$ cat src/rtl/lfsr_rand_range.sv
// Pseudo-random number source for game logic: a free-running Fibonacci LFSR
// sampled on request and reduced into [0, MAX_VAL] by repeated subtraction.
module lfsr_rand_range #(
  parameter int              WIDTH   = 10,
  parameter logic [WIDTH-1:0] TAPS   = 10'b1001000000,
  parameter logic [WIDTH-1:0] SEED   = '1,
  parameter int              SHIFTS  = 10,
  parameter int              MAX_VAL = 600
) (
  input  logic             clk,
  input  logic             rst,
  input  logic             seed_load,
  input  logic [WIDTH-1:0] seed,
  input  logic             req,
  output logic             busy,
  output logic             rnd_valid,
  output logic [WIDTH-1:0] rnd
);

  localparam logic [1:0] ST_IDLE   = 2'd0;
  localparam logic [1:0] ST_SHIFT  = 2'd1;
  localparam logic [1:0] ST_REDUCE = 2'd2;

  localparam logic [7:0]       CNT_LAST = 8'(SHIFTS - 1);
  localparam logic [WIDTH-1:0] MAX_V    = WIDTH'(MAX_VAL);
  localparam logic [WIDTH-1:0] MODULUS  = WIDTH'(MAX_VAL + 1);

  function automatic logic [WIDTH-1:0] lfsr_step(input logic [WIDTH-1:0] cur);
    return {cur[WIDTH-2:0], ^(cur & TAPS)};
  endfunction

  // Only ever applied while val > MAX_VAL, so the subtraction cannot wrap.
  function automatic logic [WIDTH-1:0] reduce_step(input logic [WIDTH-1:0] val);
    return val - MODULUS;
  endfunction

  logic [WIDTH-1:0] r_lfsr;
  logic [1:0]       r_state;
  logic [7:0]       r_cnt;
  logic [WIDTH-1:0] r_sample;
  logic [WIDTH-1:0] r_rnd;
  logic             r_rnd_valid;
  logic             r_busy;

  logic [WIDTH-1:0] w_lfsr_next;
  logic [1:0]       w_state_next;
  logic             w_in_range;

  assign w_in_range = (r_sample <= MAX_V);

  // A zero seed, or a zero register from any cause, falls back to SEED.
  always_comb begin
    w_lfsr_next = lfsr_step(r_lfsr);
    if (seed_load) begin
      w_lfsr_next = (seed != '0) ? seed : SEED;
    end else if (r_lfsr == '0) begin
      w_lfsr_next = SEED;
    end
  end

  always_comb begin
    w_state_next = r_state;
    case (r_state)
      ST_IDLE:   if (req) w_state_next = ST_SHIFT;
      ST_SHIFT:  if (r_cnt == CNT_LAST) w_state_next = ST_REDUCE;
      ST_REDUCE: if (w_in_range) w_state_next = ST_IDLE;
      default:   w_state_next = ST_IDLE;
    endcase
  end

  always_ff @(posedge clk or posedge rst) begin
    if (rst) begin
      r_lfsr      <= SEED;
      r_state     <= ST_IDLE;
      r_cnt       <= 8'd0;
      r_sample    <= '0;
      r_rnd       <= '0;
      r_rnd_valid <= 1'b0;
      r_busy      <= 1'b0;
    end else begin
      r_lfsr      <= w_lfsr_next;
      r_state     <= w_state_next;
      r_busy      <= (w_state_next != ST_IDLE);
      r_rnd_valid <= 1'b0;
      case (r_state)
        ST_IDLE: begin
          if (req) r_cnt <= 8'd0;
        end
        ST_SHIFT: begin
          r_cnt <= r_cnt + 8'd1;
          // Capture what the LFSR registers on this same edge.
          if (r_cnt == CNT_LAST) r_sample <= w_lfsr_next;
        end
        ST_REDUCE: begin
          if (w_in_range) begin
            r_rnd       <= r_sample;
            r_rnd_valid <= 1'b1;
          end else begin
            r_sample <= reduce_step(r_sample);
          end
        end
        default: ;
      endcase
    end
  end

  assign busy      = r_busy;
  assign rnd_valid = r_rnd_valid;
  assign rnd       = r_rnd;

endmodule

$ cat config.mk
export PLATFORM = sky130hd
export DESIGN_NAME = lfsr_rand_range
export DESIGN_NICKNAME = d
export VERILOG_FILES = /design/src/rtl/lfsr_rand_range.sv
export SDC_FILE = /design/constraint.sdc
export NUM_CORES = 1
export LEC_CHECK = 0
export CAP_MARGIN = 20
export CORE_MARGIN = 3
export CORE_UTILIZATION = 59
export DETAILED_ROUTE_END_ITERATION = 6
export HOLD_SLACK_MARGIN = 0.05
export PLACE_DENSITY = 0.84
export SYNTH_ARGS = -nofsm -noshare
export SYNTH_HDL_FRONTEND = slang
export SYNTH_SLANG_ARGS = --single-unit
export TNS_END_PERCENT = 30
$ cat constraint.sdc
create_clock -name clk -period 3.5 [get_ports clk]
set_input_delay 1.05 -clock clk [delete_from_list [all_inputs] [get_ports clk]]
set_output_delay 1.05 -clock clk [all_outputs]
set_load 0.05 [all_outputs]
* Yosys cells after proc, flatten, opt, wreduce, memory -nomap -nowiden
Cells that the tools add are included.
Word-level totals: word-level logic and storage cells 40, register bits after elaboration 42, output and inout port bits 12, bits of input ports 14, memories kept 0, bits in writable memories 0, bits in read-only memories 0, bits in latches 0
Operators by class: muxes and demuxes 14, shift operators 0, divide/modulo/power cells 0, add/sub/neg operators 2, equality and inequality tests 6, bitwise gates (word level) 0, $mul 0, order comparisons 1, reductions and logical operators 10
Operators by type and width (number):
- $mux W10 | 5
- $pmux W10 S2 | 1
- $pmux W8 S2 | 1
- $le A10 B10 Y1 const B | 1
- $logic_not A10 Y1 | 1
- $reduce_bool A10 Y1 | 1
- $reduce_xor A10 Y1 | 1
- $sub A10 B10 Y10 const B | 1
- $add A8 B1 Y8 const B | 1
- $eq A8 B4 Y1 const B | 1
- $mux W8 | 1
- $mux W2 | 3
- $ne A2 B2 Y1 const B | 3
- $pmux W2 S3 | 1
- $reduce_bool A2 Y1 | 3
- $reduce_and A2 Y1 | 2
- $reduce_and A3 Y1 | 1
- $eq A2 B1 Y1 const B | 1
- $eq A2 B2 Y1 const B | 1
- $logic_not A2 Y1 | 1
- $mux W1 | 2

* Depth between registers and ports, before layout
word-level depth 5, depth in mapped cells 8, depth with buffers taken out 7

* Worst setup path after synthesis
Ideal clock, no wire load.
path kind input to register, from in seed[6], to reg r_sample[0], slack 992 ps, data required time 3404 ps, path buffers 1, stages 6, setup time 96 ps, arrival 2413 ps, cells stage by stage or4_4 -> o41ai_4 -> buf_6 -> o22a_4 -> nor2_1 -> a311oi_2
Between the ends: cells in the longest elaborated chain, start to end 5
RTL lines:
- start: declaration | line 13 | input logic [WIDTH-1:0] seed,
- $reduce_bool A10 Y1 | line 55 | w_lfsr_next = (seed != '0) ? seed : SEED;
- $mux W10 | line 55
- $mux W10 | line 54 | if (seed_load) begin
- named net w_lfsr_next[0] | line 45 | logic [WIDTH-1:0] w_lfsr_next;
- $mux W10 | line 92 | if (r_cnt == CNT_LAST) r_sample <= w_lfsr_next;
- $pmux W10 S2 | line 85 | case (r_state)
- end signal: assignment | line 92
- end signal: assignment | line 99 | r_sample <= reduce_step(r_sample);
- end: declaration | line 40 | logic [WIDTH-1:0] r_sample;
The timed path passes the listed nets, and every way through them passes these cells. The select of a mux whose other input is x is not followed. A chain may end at the register's enable or synchronous reset.

* Final worst setup path
from in seed[7], to reg r_sample[0]
Same word-level chain as after synthesis.

==> results.rst <==
.. list-table::
   :header-rows: 1

   * - Metric
     - Value
   * - R2R Path End
     - r_sample[0]$_DFFE_PP0P_
   * - Result of the run
     - complete, no violations
   * - Die Height
     - 65.35 microns
   * - Category of the critical setup timing path
     - in -> reg
   * - Top library cells by usage in the layout, fill and taps aside
     - sky130_fd_sc_hd__dfrtp_1, sky130_fd_sc_hd__clkdlybuf4s50_1, sky130_fd_sc_hd__nand2_1
   * - Layout cell share with drive strength beyond 1
     - 0.2512
   * - Post-Synthesis Net Count
     - 198
   * - Global-route wire length before repair
     - 7507 microns
   * - Most common cell after layout, fill and taps aside
     - sky130_fd_sc_hd__dfrtp_1
   * - Clock buffers created by TritonCTS
     - 5
   * - Distinct cell type count of the synthesized netlist
     - 51
   * - Critical-path cell with the highest stage delay
     - sky130_fd_sc_hd__or4_4
   * - Average instance area after synthesis
     - 11.48 sq um
   * - Detailed Route Iter0 Violations
     - 106
   * - Initial antenna violation count
     - 0
   * - DRC violations left
     - 0
   * - Post-synth top area share
     - 0.3853
   * - Share of flip-flops with an asynchronous set or reset after synthesis
     - 1.000
   * - Via Count
     - 1,561
   * - Floorplan die area
     - 4271 sq um
   * - Synth-to-Final Area Change
     - 16.01%
   * - Reg2reg start
     - r_cnt[1]$_DFFE_PP0P_
   * - Static Leak
     - 0.001002 uW
   * - R2R cell count
     - 8
   * - Post-synth EDFFs
     - 0
   * - Reg clk slew, reported paths
     - 0.13 ns
   * - Data required time at the worst endpoint
     - 3.78 ns
   * - Port Buffers
     - 25
   * - Number of global-route vias before repair
     - 1,559
   * - Ant diodes
     - 0
   * - Maximum clock skew at final layout
     - 0.02138 ns
   * - Initial core utilization
     - 0.6488
   * - Die width
     - 65.35 microns
   * - Row count
     - 20
   * - Setup_tns
     - 0 ns
   * - Detailed Routing Iterations Pass 1
     - 4
   * - Number of warnings printed during yosys synthesis
     - 0
   * - Routability Congestion
     - 0.8100
   * - CTS tree
     - yes
   * - Worst Hold Slack
     - 0.4972 ns
   * - Path category of the worst min-delay check
     - reg -> reg
   * - Main area contributors after synthesis
     - sky130_fd_sc_hd__dfrtp_1, sky130_fd_sc_hd__dfstp_2, sky130_fd_sc_hd__o22a_2, sky130_fd_sc_hd__mux2_2, sky130_fd_sc_hd__a21oi_1
   * - Synth Cell Area
     - 2078 sq um
   * - HPWL reported at the end of detailed placement
     - 3145 microns
   * - Number of I/O pins
     - 26
   * - Number of buffers added to fix hold violations after cts
     - 0
   * - Most used flip-flop cell after synthesis
     - sky130_fd_sc_hd__dfrtp_1
   * - Highest attainable clock frequency
     - 357.6 MHz
   * - Final critical path time including I/O delays and setup
     - 2.796 ns
   * - CP Cell Sequence
     - clkdlybuf4s50_1, or4_4, o41ai_4, buf_4, o22a_4, nor2_1, a311oi_2
   * - Overall track demand over capacity in global routing
     - 0.2292
   * - Number of clock sinks
     - 42
   * - Endpoint class of the critical path
     - register
   * - Total setup buffers inserted after CTS
     - 0
   * - Max-cap violations
     - 0
   * - Worst-Margin Slew
     - 0.6007 ns
   * - Worst min-delay path startpoint
     - rnd[2]$_DFFE_PP0P_
   * - Pre-CTS setup slack
     - 0.3276 ns
   * - Maximum number of pins on one net before global-route repair
     - 43
   * - Total number of nets in the final design
     - 227
   * - Share of synthesized area occupied by flip-flops and latches
     - 0.5117
   * - Setup repair after global routing missed its margin
     - false
   * - Buffers & Inverters on Critical Path
     - 2
   * - Setup-failing EPs final
     - 0
   * - Syn Inst Count
     - 181
   * - Worst-path maximum fanout
     - 7
   * - Core area
     - 3203 sq um
   * - Number of synthesized register bits
     - 42
   * - Post-cts resize count
     - 0
   * - Worst Hold Endpoint
     - rnd[2]$_DFFE_PP0P_
   * - Wire length after detailed routing
     - 4331 microns
   * - Antenna viol nets, final
     - 0
   * - Kind of start point of the critical path
     - primary input
   * - Max clock buf depth
     - 2
   * - Final worst path period share
     - 0.7989
   * - Worst setup slack after layout
     - 0.7037 ns
   * - Critical path's top delay family
     - compound AO/OA/AOI/OAI gates
   * - WL/cell
     - 16.98 microns
   * - Remaining global-route overflow
     - 0
   * - Filler Cell Count
     - 247
   * - Source-to-sink clock delay at the later pin of the worst-skew pair
     - 0.36 ns
   * - Arrival @ worst endpoint
     - 3.07 ns
   * - Cell type with the largest total area after synthesis
     - sky130_fd_sc_hd__dfrtp_1
   * - H-tree lvl count
     - 2
   * - Worst path max stage delay
     - 0.54 ns
   * - Avg Vias per Cell
     - 6.122
   * - Worst vdd rail ir drop
     - 532.1 uV
   * - Areal power density over the cells
     - 731.0 nW/um^2
   * - Number of instances on the worst hold path
     - 1
   * - Clock root buffer
     - sky130_fd_sc_hd__clkbuf_4
   * - Worst rel slew slack
     - 0.5941
   * - R2R Setup Slk
     - 1.21 ns
   * - Final slew viol count
     - 0
   * - Number of hold violations in the final report
     - 0
==> power by group <==
| group | switching (uW) | internal [uW] |
|---|---|---|
| clock network | 153 | 97.5 |
| registers | 162 | 640 |
| logic | 414 | 296 |
==> state kept, by name, indices dropped and copies added (netlist names) <==
signal / count
rnd_valid: 1
r_sample: 10
r_lfsr: 10
r_state: 2
busy: 1
r_cnt: 8
rnd: 10
==> synthesized netlist by cell type, drive strengths merged (2+ instances only) <==
master  count
ha          3
nand2      13
a21oi      12
nand2b      3
nand4       2
inv         6
nor2b       2
nor2       12
or4         2
or2         4
clkbuf      4
o22a       11
mux2       10
a311oi      2
a31o        2
a22o        3
o21ai      10
o31ai       3
nand3       7
buf         3
dfstp      10
mux2i       4
dfrtp      32
nor3        2
nor4        2
==> how the worst max path moves through the flow <==
stage,cells past startpoint,endpoint,slack [ns],startpoint
floorplan,6,r_sample[0]$_DFFE_PP0P_,0.99,seed[6]
global placement,7,r_sample[5]$_DFFE_PP0P_,0.41,seed[7]
detailed placement,7,r_sample[5]$_DFFE_PP0P_,0.33,seed[7]
CTS,7,r_sample[5]$_DFFE_PP0P_,0.70,seed[7]
global route,7,r_sample[4]$_DFFE_PP0P_,0.65,seed[7]
finish,7,r_sample[0]$_DFFE_PP0P_,0.70,seed[7]
==> final cells by class <==
class | instances | area (sq um) | share of cell area
clock buffers | 7 | 55.05 | 0.02283
clock inverters | 1 | 5.005 | 0.002076
inverters | 6 | 22.52 | 0.009341
multi-input cells | 126 | 929.6 | 0.3856
flip-flops and latches | 42 | 1064 | 0.4411
well taps | 44 | 55.05 | 0.02283
repair buffers | 29 | 280.3 | 0.1162
==> through the flow <==
step	total power, uW	util	area, sq um	cells
2_1_floorplan	1283	-	2078	181
3_3_place_gp	1474	0.7340	2351	247
3_5_place_dp	1517	0.7340	2351	247
4_1_cts	1767	0.7527	2411	255
5_1_grt	1865	0.7527	2411	255
6_report	1762	0.7527	2411	255
==> per-layer routing <==
metal | part of all wire | global-route usage
met1 | 0.46 | 0.3224
met2 | 0.47 | 0.3464
met5 | 0 | 0
met4 | 0.011 | 0.06218
met3 | 0.064 | 0.06838
==> cell families (layout without fill, tap and decap cells) <==
| kind of cell | Yosys count | after routing | synth area share |
|---|---|---|---|
| buffers and inverters | 13 | 43 | 0.04094 |
| AOI/OAI and AO/OA | 53 | 53 | 0.2101 |
| DFF | 42 | 42 | 0.5117 |
| adders and majority gates | 3 | 3 | 0.01806 |
| and+or+nand+nor | 55 | 55 | 0.1415 |
| xor gates and xnor gates | 1 | 1 | 0.004215 |
| muxes | 14 | 14 | 0.07345 |
Note: power is estimated with default switching activity, not from simulation.
